`config.mk`:
```
export PLATFORM = sky130hd
export DESIGN_NAME = decode_stage
export DESIGN_NICKNAME = d
export VERILOG_FILES = /design/src/rtl/decode_stage.sv
export SDC_FILE = /design/constraint.sdc
export NUM_CORES = 1
export LEC_CHECK = 0
export BUFFER_PORTS_ARGS = -buffer_cell sky130_fd_sc_hd__buf_2
export CORE_MARGIN = 1.5
export CORE_UTILIZATION = 50
export CTS_BUF_LIST = sky130_fd_sc_hd__clkbuf_8 sky130_fd_sc_hd__clkbuf_16
export DETAILED_ROUTE_END_ITERATION = 16
export HOLD_SLACK_MARGIN = 0.06
export PLACE_DENSITY = 0.74
export SYNTH_ARGS = -nofsm -noshare
export SYNTH_HDL_FRONTEND = slang
export SYNTH_SLANG_ARGS = --single-unit
export TNS_END_PERCENT = 50
```
`constraint.sdc`:
```
create_clock -name clk -period 3.3 [get_ports clk]
set_input_delay 0 -clock clk [delete_from_list [all_inputs] [get_ports clk]]
set_output_delay 0 -clock clk [all_outputs]
set_load 0.02 [all_outputs]
```
`src/rtl/decode_stage.sv`:
```
// decode_stage: registered, flow-controlled RV32I decode with a one-entry skid buffer and flush.
// Ports: clk/reset (sync, active-high); i_instr/i_pc/i_valid/o_ready from fetch; i_flush drops held micro-ops;
// o_valid/i_ready to rename with the decoded bundle o_pc, o_rs1/o_rs2/o_rd, o_imm, o_funct3, o_funct7b5,
// o_alu_op, o_alu_src, o_pc_src, o_fu_type, o_branch, o_jump, o_mem_read, o_mem_write, o_reg_write, o_illegal.
module decode_stage #(
  parameter int XLEN              = 32,
  parameter bit FLUSH_KEEPS_INPUT = 1'b0
) (
  input  logic            clk,
  input  logic            reset,
  input  logic [31:0]     i_instr,
  input  logic [XLEN-1:0] i_pc,
  input  logic            i_valid,
  output logic            o_ready,
  input  logic            i_flush,
  output logic            o_valid,
  input  logic            i_ready,
  output logic [XLEN-1:0] o_pc,
  output logic [4:0]      o_rs1,
  output logic [4:0]      o_rs2,
  output logic [4:0]      o_rd,
  output logic [XLEN-1:0] o_imm,
  output logic [2:0]      o_funct3,
  output logic            o_funct7b5,
  output logic [1:0]      o_alu_op,
  output logic            o_alu_src,
  output logic            o_pc_src,
  output logic [1:0]      o_fu_type,
  output logic            o_branch,
  output logic            o_jump,
  output logic            o_mem_read,
  output logic            o_mem_write,
  output logic            o_reg_write,
  output logic            o_illegal
);
  typedef struct packed {
    logic [XLEN-1:0] pc;
    logic [4:0]      rs1;
    logic [4:0]      rs2;
    logic [4:0]      rd;
    logic [XLEN-1:0] imm;
    logic [2:0]      funct3;
    logic            funct7b5;
    logic [1:0]      alu_op;
    logic            alu_src;
    logic            pc_src;
    logic [1:0]      fu_type;
    logic            branch;
    logic            jump;
    logic            mem_read;
    logic            mem_write;
    logic            reg_write;
    logic            illegal;
  } uop_t;
  uop_t        r_out, r_skid, w_dec;
  logic        r_out_v, r_skid_v;
  logic        w_acc, w_drain;
  logic        w_lui, w_auipc, w_jal, w_jalr, w_br, w_ld, w_st, w_opi, w_op;
  logic        w_use_rs1, w_use_rs2, w_use_rd;
  logic [31:0] w_imm32;
  assign w_lui   = i_instr[6:0] == 7'b0110111;
  assign w_auipc = i_instr[6:0] == 7'b0010111;
  assign w_jal   = i_instr[6:0] == 7'b1101111;
  assign w_jalr  = i_instr[6:0] == 7'b1100111;
  assign w_br    = i_instr[6:0] == 7'b1100011;
  assign w_ld    = i_instr[6:0] == 7'b0000011;
  assign w_st    = i_instr[6:0] == 7'b0100011;
  assign w_opi   = i_instr[6:0] == 7'b0010011;
  assign w_op    = i_instr[6:0] == 7'b0110011;
  assign w_use_rs1 = w_jalr | w_br | w_ld | w_st | w_opi | w_op;
  assign w_use_rs2 = w_br | w_st | w_op;
  assign w_use_rd  = w_lui | w_auipc | w_jal | w_jalr | w_ld | w_opi | w_op;
  assign w_imm32 = (w_jalr | w_ld | w_opi) ? {{20{i_instr[31]}}, i_instr[31:20]} :
                   w_st  ? {{20{i_instr[31]}}, i_instr[31:25], i_instr[11:7]} :
                   w_br  ? {{19{i_instr[31]}}, i_instr[31], i_instr[7], i_instr[30:25], i_instr[11:8], 1'b0} :
                   (w_lui | w_auipc) ? {i_instr[31:12], 12'b0} :
                   w_jal ? {{11{i_instr[31]}}, i_instr[31], i_instr[19:12], i_instr[20], i_instr[30:21], 1'b0} :
                   32'd0;
  always_comb begin
    w_dec           = '0;
    w_dec.pc        = i_pc;
    w_dec.rs1       = w_use_rs1 ? i_instr[19:15] : 5'd0;
    w_dec.rs2       = w_use_rs2 ? i_instr[24:20] : 5'd0;
    w_dec.rd        = w_use_rd ? i_instr[11:7] : 5'd0;
    w_dec.imm       = XLEN'($signed(w_imm32));
    w_dec.funct3    = i_instr[14:12];
    w_dec.funct7b5  = (w_op | (w_opi & i_instr[14:12] == 3'b101)) & i_instr[30];
    w_dec.alu_op    = w_br ? 2'b01 : w_op ? 2'b10 : w_opi ? 2'b11 : 2'b00;
    w_dec.alu_src   = w_lui | w_auipc | w_jal | w_jalr | w_ld | w_st | w_opi;
    w_dec.pc_src    = w_auipc | w_jal;
    w_dec.fu_type   = (w_br | w_jal | w_jalr) ? 2'b01 : (w_ld | w_st) ? 2'b10 : 2'b00;
    w_dec.branch    = w_br;
    w_dec.jump      = w_jal | w_jalr;
    w_dec.mem_read  = w_ld;
    w_dec.mem_write = w_st;
    w_dec.reg_write = w_use_rd & (i_instr[11:7] != 5'd0);
    w_dec.illegal   = !(w_use_rd | w_br | w_st);
  end
  // Ready depends only on registered state so no combinational path from i_ready.
  assign o_ready = !r_skid_v & !reset;
  assign w_acc   = i_valid & o_ready;
  assign w_drain = r_out_v & i_ready;
  always_ff @(posedge clk) begin
    if (reset) begin
      r_out_v  <= 1'b0;
      r_skid_v <= 1'b0;
      r_out    <= '0;
      r_skid   <= '0;
    end else if (i_flush) begin
      r_out_v  <= FLUSH_KEEPS_INPUT & w_acc;
      r_skid_v <= 1'b0;
      if (FLUSH_KEEPS_INPUT && w_acc) r_out <= w_dec;
    end else if (!r_out_v || w_drain) begin
      // Skid is only full when o_ready was low, so it never competes with a new input here.
      r_out_v  <= r_skid_v | w_acc;
      r_skid_v <= 1'b0;
      if (r_skid_v) r_out <= r_skid;
      else if (w_acc) r_out <= w_dec;
    end else if (w_acc) begin
      r_skid_v <= 1'b1;
      r_skid   <= w_dec;
    end
  end
  assign o_valid     = r_out_v;
  assign o_pc        = r_out.pc;
  assign o_rs1       = r_out.rs1;
  assign o_rs2       = r_out.rs2;
  assign o_rd        = r_out.rd;
  assign o_imm       = r_out.imm;
  assign o_funct3    = r_out.funct3;
  assign o_funct7b5  = r_out.funct7b5;
  assign o_alu_op    = r_out.alu_op;
  assign o_alu_src   = r_out.alu_src;
  assign o_pc_src    = r_out.pc_src;
  assign o_fu_type   = r_out.fu_type;
  assign o_branch    = r_out.branch;
  assign o_jump      = r_out.jump;
  assign o_mem_read  = r_out.mem_read;
  assign o_mem_write = r_out.mem_write;
  assign o_reg_write = r_out.reg_write;
  assign o_illegal   = r_out.illegal;
endmodule
```
; ---- Yosys cells after proc, flatten, opt, wreduce, memory -nomap -nowiden
; Cells that the tools add are included.
[classes]
n_mux = 15
n_reduce_logical = 11
n_div = 0
add_sub_neg = 0
n_eq_ne = 10
order_cmp = 0
shift = 0
n_mul = 0
n_bitwise = 34
[op_table]
columns = op, n
row1 = $mux W95, 2
row2 = $mux W32, 5
row3 = $or A1 B1 Y1, 26
row4 = $eq A7 B6 Y1 const B, 3
row5 = $eq A7 B7 Y1 const B, 3
row6 = $mux W5, 3
row7 = $eq A7 B5 Y1 const B, 2
row8 = $mux W2, 5
row9 = $eq A7 B2 Y1 const B, 1
row10 = $and A1 B1 Y1, 6
row11 = $reduce_and A3 Y1, 2
row12 = $reduce_bool A5 Y1, 1
row13 = $logic_not A1 Y1, 4
row14 = $eq A3 B3 Y1 const B, 1
row15 = $reduce_or A3 Y1, 1
row16 = $not A1 Y1, 2
row17 = $reduce_bool A2 Y1, 1
row18 = $reduce_or A2 Y1, 1
row19 = $logic_or A1 B1 Y1, 1
[totals]
inputBits = 69
word_cells = 106
latch_bits = 0
regBits = 192
mem_bits_ro = 0
ramBits = 0
output_inout_bits = 97
memories = 0

; ---- Logic depth before layout (Yosys ltp)
[logic_depth]
ltp_word = 12
depth_mapped = 7
ltp_nobuf = 4

; ---- Worst setup path after synthesis
; No wires, ideal clock.
[synth_path]
kind = register to register
from = register r_out_v, in the netlist o_valid
to = register r_skid[17] in the netlist's numbering
arrival_ns = 1.561
stages_incl_launch_ff = 8
setup_slack_ns = 1.607
path_buffers = 3
t_required_ns = 3.168
synth_period_minus_slack_ns = 1.693
path_cell_list = dfxtp_1 nand2b_1 or4_1 buf_2 buf_2 buf_2 nand2_1 a21oi_1
[synth_between]
elab_chain_cells = 4
[synth_lines]
columns = element, line
row1 = from (decl), 56  ; logic r_out_v, r_skid_v;
row2 = from (signal assigned), 110  ; r_out_v <= FLUSH_KEEPS_INPUT & w_acc;
row3 = from (signal assigned), 115  ; r_out_v <= r_skid_v | w_acc;
row4 = $and A1 B1 Y1 or $logic_not A1 Y1 (tied branches), "102, 113"
row5 = $logic_or A1 B1 Y1 (*), 113  ; end else if (!r_out_v || w_drain) begin
row6 = $not A1 Y1 (no line) (*), -
row7 = $reduce_and A3 Y1 (no line) (*), -
row8 = to (signal assigned), 121  ; r_skid <= w_dec;
row9 = to (decl), 55  ; uop_t r_out, r_skid, w_dec;
; Every way passes the cells marked *; elsewhere a longest branch is shown, timed or not.
; A chain may end at the register's enable or synchronous reset.

; ---- Worst setup path in the final report
[layout_path]
from = register r_skid_v
to = register r_out (netlist bit o_rs2[3])
[layout_between]
elab_chain_cells = 5
[layout_lines]
columns = element, line
row1 = from (decl), 56
row2 = from (signal assigned), 106  ; r_skid_v <= 1'b0;
row3 = from (signal assigned), 111  ; r_skid_v <= 1'b0;
row4 = from (signal assigned), 116  ; r_skid_v <= 1'b0;
row5 = $logic_not A1 Y1, 100  ; assign o_ready = !r_skid_v & !reset;
row6 = $and A1 B1 Y1, 100
row7 = $and A1 B1 Y1, 101  ; assign w_acc = i_valid & o_ready;
row8 = $reduce_bool A2 Y1 (no line), -
row9 = $reduce_and A3 Y1 (no line), -
row10 = to (signal assigned), 112  ; if (FLUSH_KEEPS_INPUT && w_acc) r_out <= w_dec;
row11 = to (signal assigned), 117  ; if (r_skid_v) r_out <= r_skid;
row12 = to (signal assigned), 118  ; else if (w_acc) r_out <= w_dec;
row13 = to (decl), 55
; Parallel ways exist; a longest one is shown, timed or not.

==> flow_summary.yaml <==
worst_setup_path:
  start_kind: "flop"
  cp-end-kind: "flop"
  arrival_ns: 3.22
  critical_path_peak_fanout: 63
  required_ns: 3.62
  crit_type: "flop to flop"
cells_and_area:
  area_growth_pct: 27.23
  drive_above_1_share: 0.1998
  nFillCells: 1412
  antennaDiodeCount: 0
  fin_area_sq_mm: 0.01020
  nets: 1197
logic_synthesis:
  synth-seq-cells: 192
  synth-edff-count: 0
  syn_nets: 1011
  ys_warn_count: 0
  ys_seq_area_frac: 0.4793
  synth_top_area_cell: "dfxtp_1"
  synth_area_sq_mm: 0.008019
  synth.avg_cell_area_sq_um: 8.513
  synth_area_leaders: "dfxtp_1 (48%), a211oi_1 (7.8%), nand2_1 (6.9%)"
  synth_top_cell_area_share: 0.4793
  synth_common_cells: "dfxtp_1 (192), nand2_1 (148), nor2_1 (102), a21oi_1 (90), a211oi_1 (83)"
  synth.distinct_cells: 52
  synth_cells: 942
  synth_most_common_cell: "dfxtp_1"
  dominantRegCellSynth: "dfxtp_1"
  async_flop_share: 0
sta:
  clock_skew_ns: 0.005823
  fin_crit_sh: 0.8797
  fmaxAchievable_mhz: 344.5
  slew_headroom: 0.3991
  setup_viol: 0
  tightest_slew_ns: 0.9013
  rsz0062_at_grt: "no"
  slew_violations: 0
  fin_crit_ns: 2.903
  final-hold-violation-count: 0
  fin_setup_tns_ns: 0
placement:
  gp_congestion: 0.8530
  io_buffers: 165
  place_area_sq_mm: 0.008929
  dp_hpwl_um: 13400
drt:
  drt_iter0_drc: 615
  drc: 0
  vias_per_cell: 5.668
  post_drt_wl_per_cell_um: 16.20
  postRouteAntennaNets: 0
  vias: 7691
  dr.pass1.iters: 5
  wl_um: 21980
clock_network:
  cts_resized: 0
  cts_tree: "built"
  cts_buffer_depth: 2
  cts.sink_count: 192
  cts_inserted_buffers: 17
  post-cts-setup-buffers: 0
  ctsHtreeMaxLevel: 4
  clk_root_buffer_cell: "clkbuf_16"
  clk_latency_ns: 0.43
  path_clk_slew_ns: 0.07
hold_path:
  hold_path_class: "primary input to flop"
power_and_ir_drop:
  power_density_mw_per_mm2: 486.1
  p_comb_frac: 0.104
  swShare: 0.2512
  p_switching_mw: 1.246
  ir_drop_uv: 367.8
  p_int_mw: 3.713
  clockPowerShare: 0.411
  total_leakage_power_nw: 3.817
  seq_power_share: 0.485
global_route:
  grt-ovfl-total: 0
  grt_start_max_net_pins: 85
  antenna_found_initial: 1
  grt_pass1_wl_um: 35000
  grtUsageTotal: 0.2625
  grt_pass1_vias: 6981
floorplanning:
  core-area_sq_mm: 0.01577
  fp.dieW_um: 129.6
  num_rows: 46
  dieArea_sq_mm: 0.01681
  pin_count: 166
  die_h_um: 129.6
  start_util: 0.5085
run_status:
  outcome: "finished, final reports clean"
flow_run:
  cap_violations: 0
[power by group through the flow]
stage                     registers [mW]  clock network, mW  logic [mW]
final                               2.41               2.04       0.514
after floorplan                     2.53                  0       0.206
after detailed placement            2.46                  0       0.450
after global placement              2.46                  0       0.447
after CTS                           2.41               2.07       0.511
after global routing                2.41               2.16       0.559
[repair_timing]
item | 4_1_cts | 5_1_grt
setup endpoints to repair | 0 | 0
hold buffers | 69 | 0
endpoints found under the hold margin | 166 | 0
[area by class of cell]
cell class              instances  area (sq um)  share of cell area
clock buffers                  18         439.2             0.04305
well taps                     216         270.3             0.02649
multi-input cells             660          3816              0.3740
repair buffers                251          1663              0.1630
flip-flops and latches        192          3847              0.3771
inverters                       6         22.52            0.002208
clock inverters                14         143.9             0.01410
[kinds of logic (layout without fill, tap and decap cells)]
logic type	after synthesis	after routing	share of synthesized area
buffers and inverters	90	289	0.04697
muxes	40	40	0.05009
AOI/OAI and AO/OA	282	282	0.2387
and+or+nand+nor	338	338	0.1849
DFF	192	192	0.4793
[metrics by stage]
stage / setup WS, ns / hold slack [ns] / power (mW) / instances / utilization
after floorplan: 1.607 / 0.07276 / 2.732 / 942 / -
after global placement: 0.8531 / 0.2526 / 2.906 / 1256 / 0.5662
after detailed placement: 0.7814 / 0.2591 / 2.910 / 1256 / 0.5662
after CTS: 0.4330 / 0.06230 / 4.984 / 1357 / 0.6469
after global routing: 0.2896 / 0.1194 / 5.132 / 1357 / 0.6469
final: 0.3971 / 0.08478 / 4.959 / 1357 / 0.6469
[path summary, 6_finish.rpt]
kind,from,cells after the start,endpoint,slack (ns)
hold / removal,i_instr[5],4,r_skid[3],0.08
hold reg to reg,r_skid[26],2,r_skid[26],0.45
setup / recovery,r_skid_v,6,o_rs2[3],0.40
setup reg to reg,r_skid_v,6,o_rs2[3],0.40
[state kept, by name (all words and copies together) (netlist names)]
register / count
o_branch: 1
o_valid: 1
o_jump: 1
o_funct3: 3
o_alu_op: 2
r_skid: 95
o_rs1: 5
o_funct7b5: 1
o_mem_write: 1
o_illegal: 1
o_rd: 5
o_pc: 32
o_reg_write: 1
o_pc_src: 1
o_rs2: 5
o_alu_src: 1
o_mem_read: 1
o_imm: 32
o_fu_type: 2
r_skid_v: 1
[cell usage in the layout (no fill, tap or decap), types with 9 or more instances in the layout]
cell / n
a21boi_0: 9
clkbuf_16: 17
nand2_1: 148
dfxtp_1: 191
dlygate4sd3_1: 69
o21ai_0: 34
nor3_1: 16
mux2i_1: 39
buf_4: 16
nand3_1: 31
a221oi_1: 27
inv_1: 9
a211oi_1: 83
buf_2: 164
nor2_1: 102
a21oi_1: 90
[critical path, cell delays in order, from the launching register on]
cell and delay (ns):
dfxtp_4 0.56, buf_4 0.73, o211ai_4 0.30, buf_12 0.27, a21boi_0 0.20, o2bb2ai_1 0.09, dlygate4sd3_1 0.57
[routing by layer]
layer / GRT usage / part of all wire / wire [um]
met1: 0.3575 / 0.45 / 9920
met2: 0.4087 / 0.46 / 10080
met3: 0.05244 / 0.061 / 1342
met4: 0.1065 / 0.028 / 623
met5: 0 / 0.00059 / 13
Power figures use the tool's default switching activity.
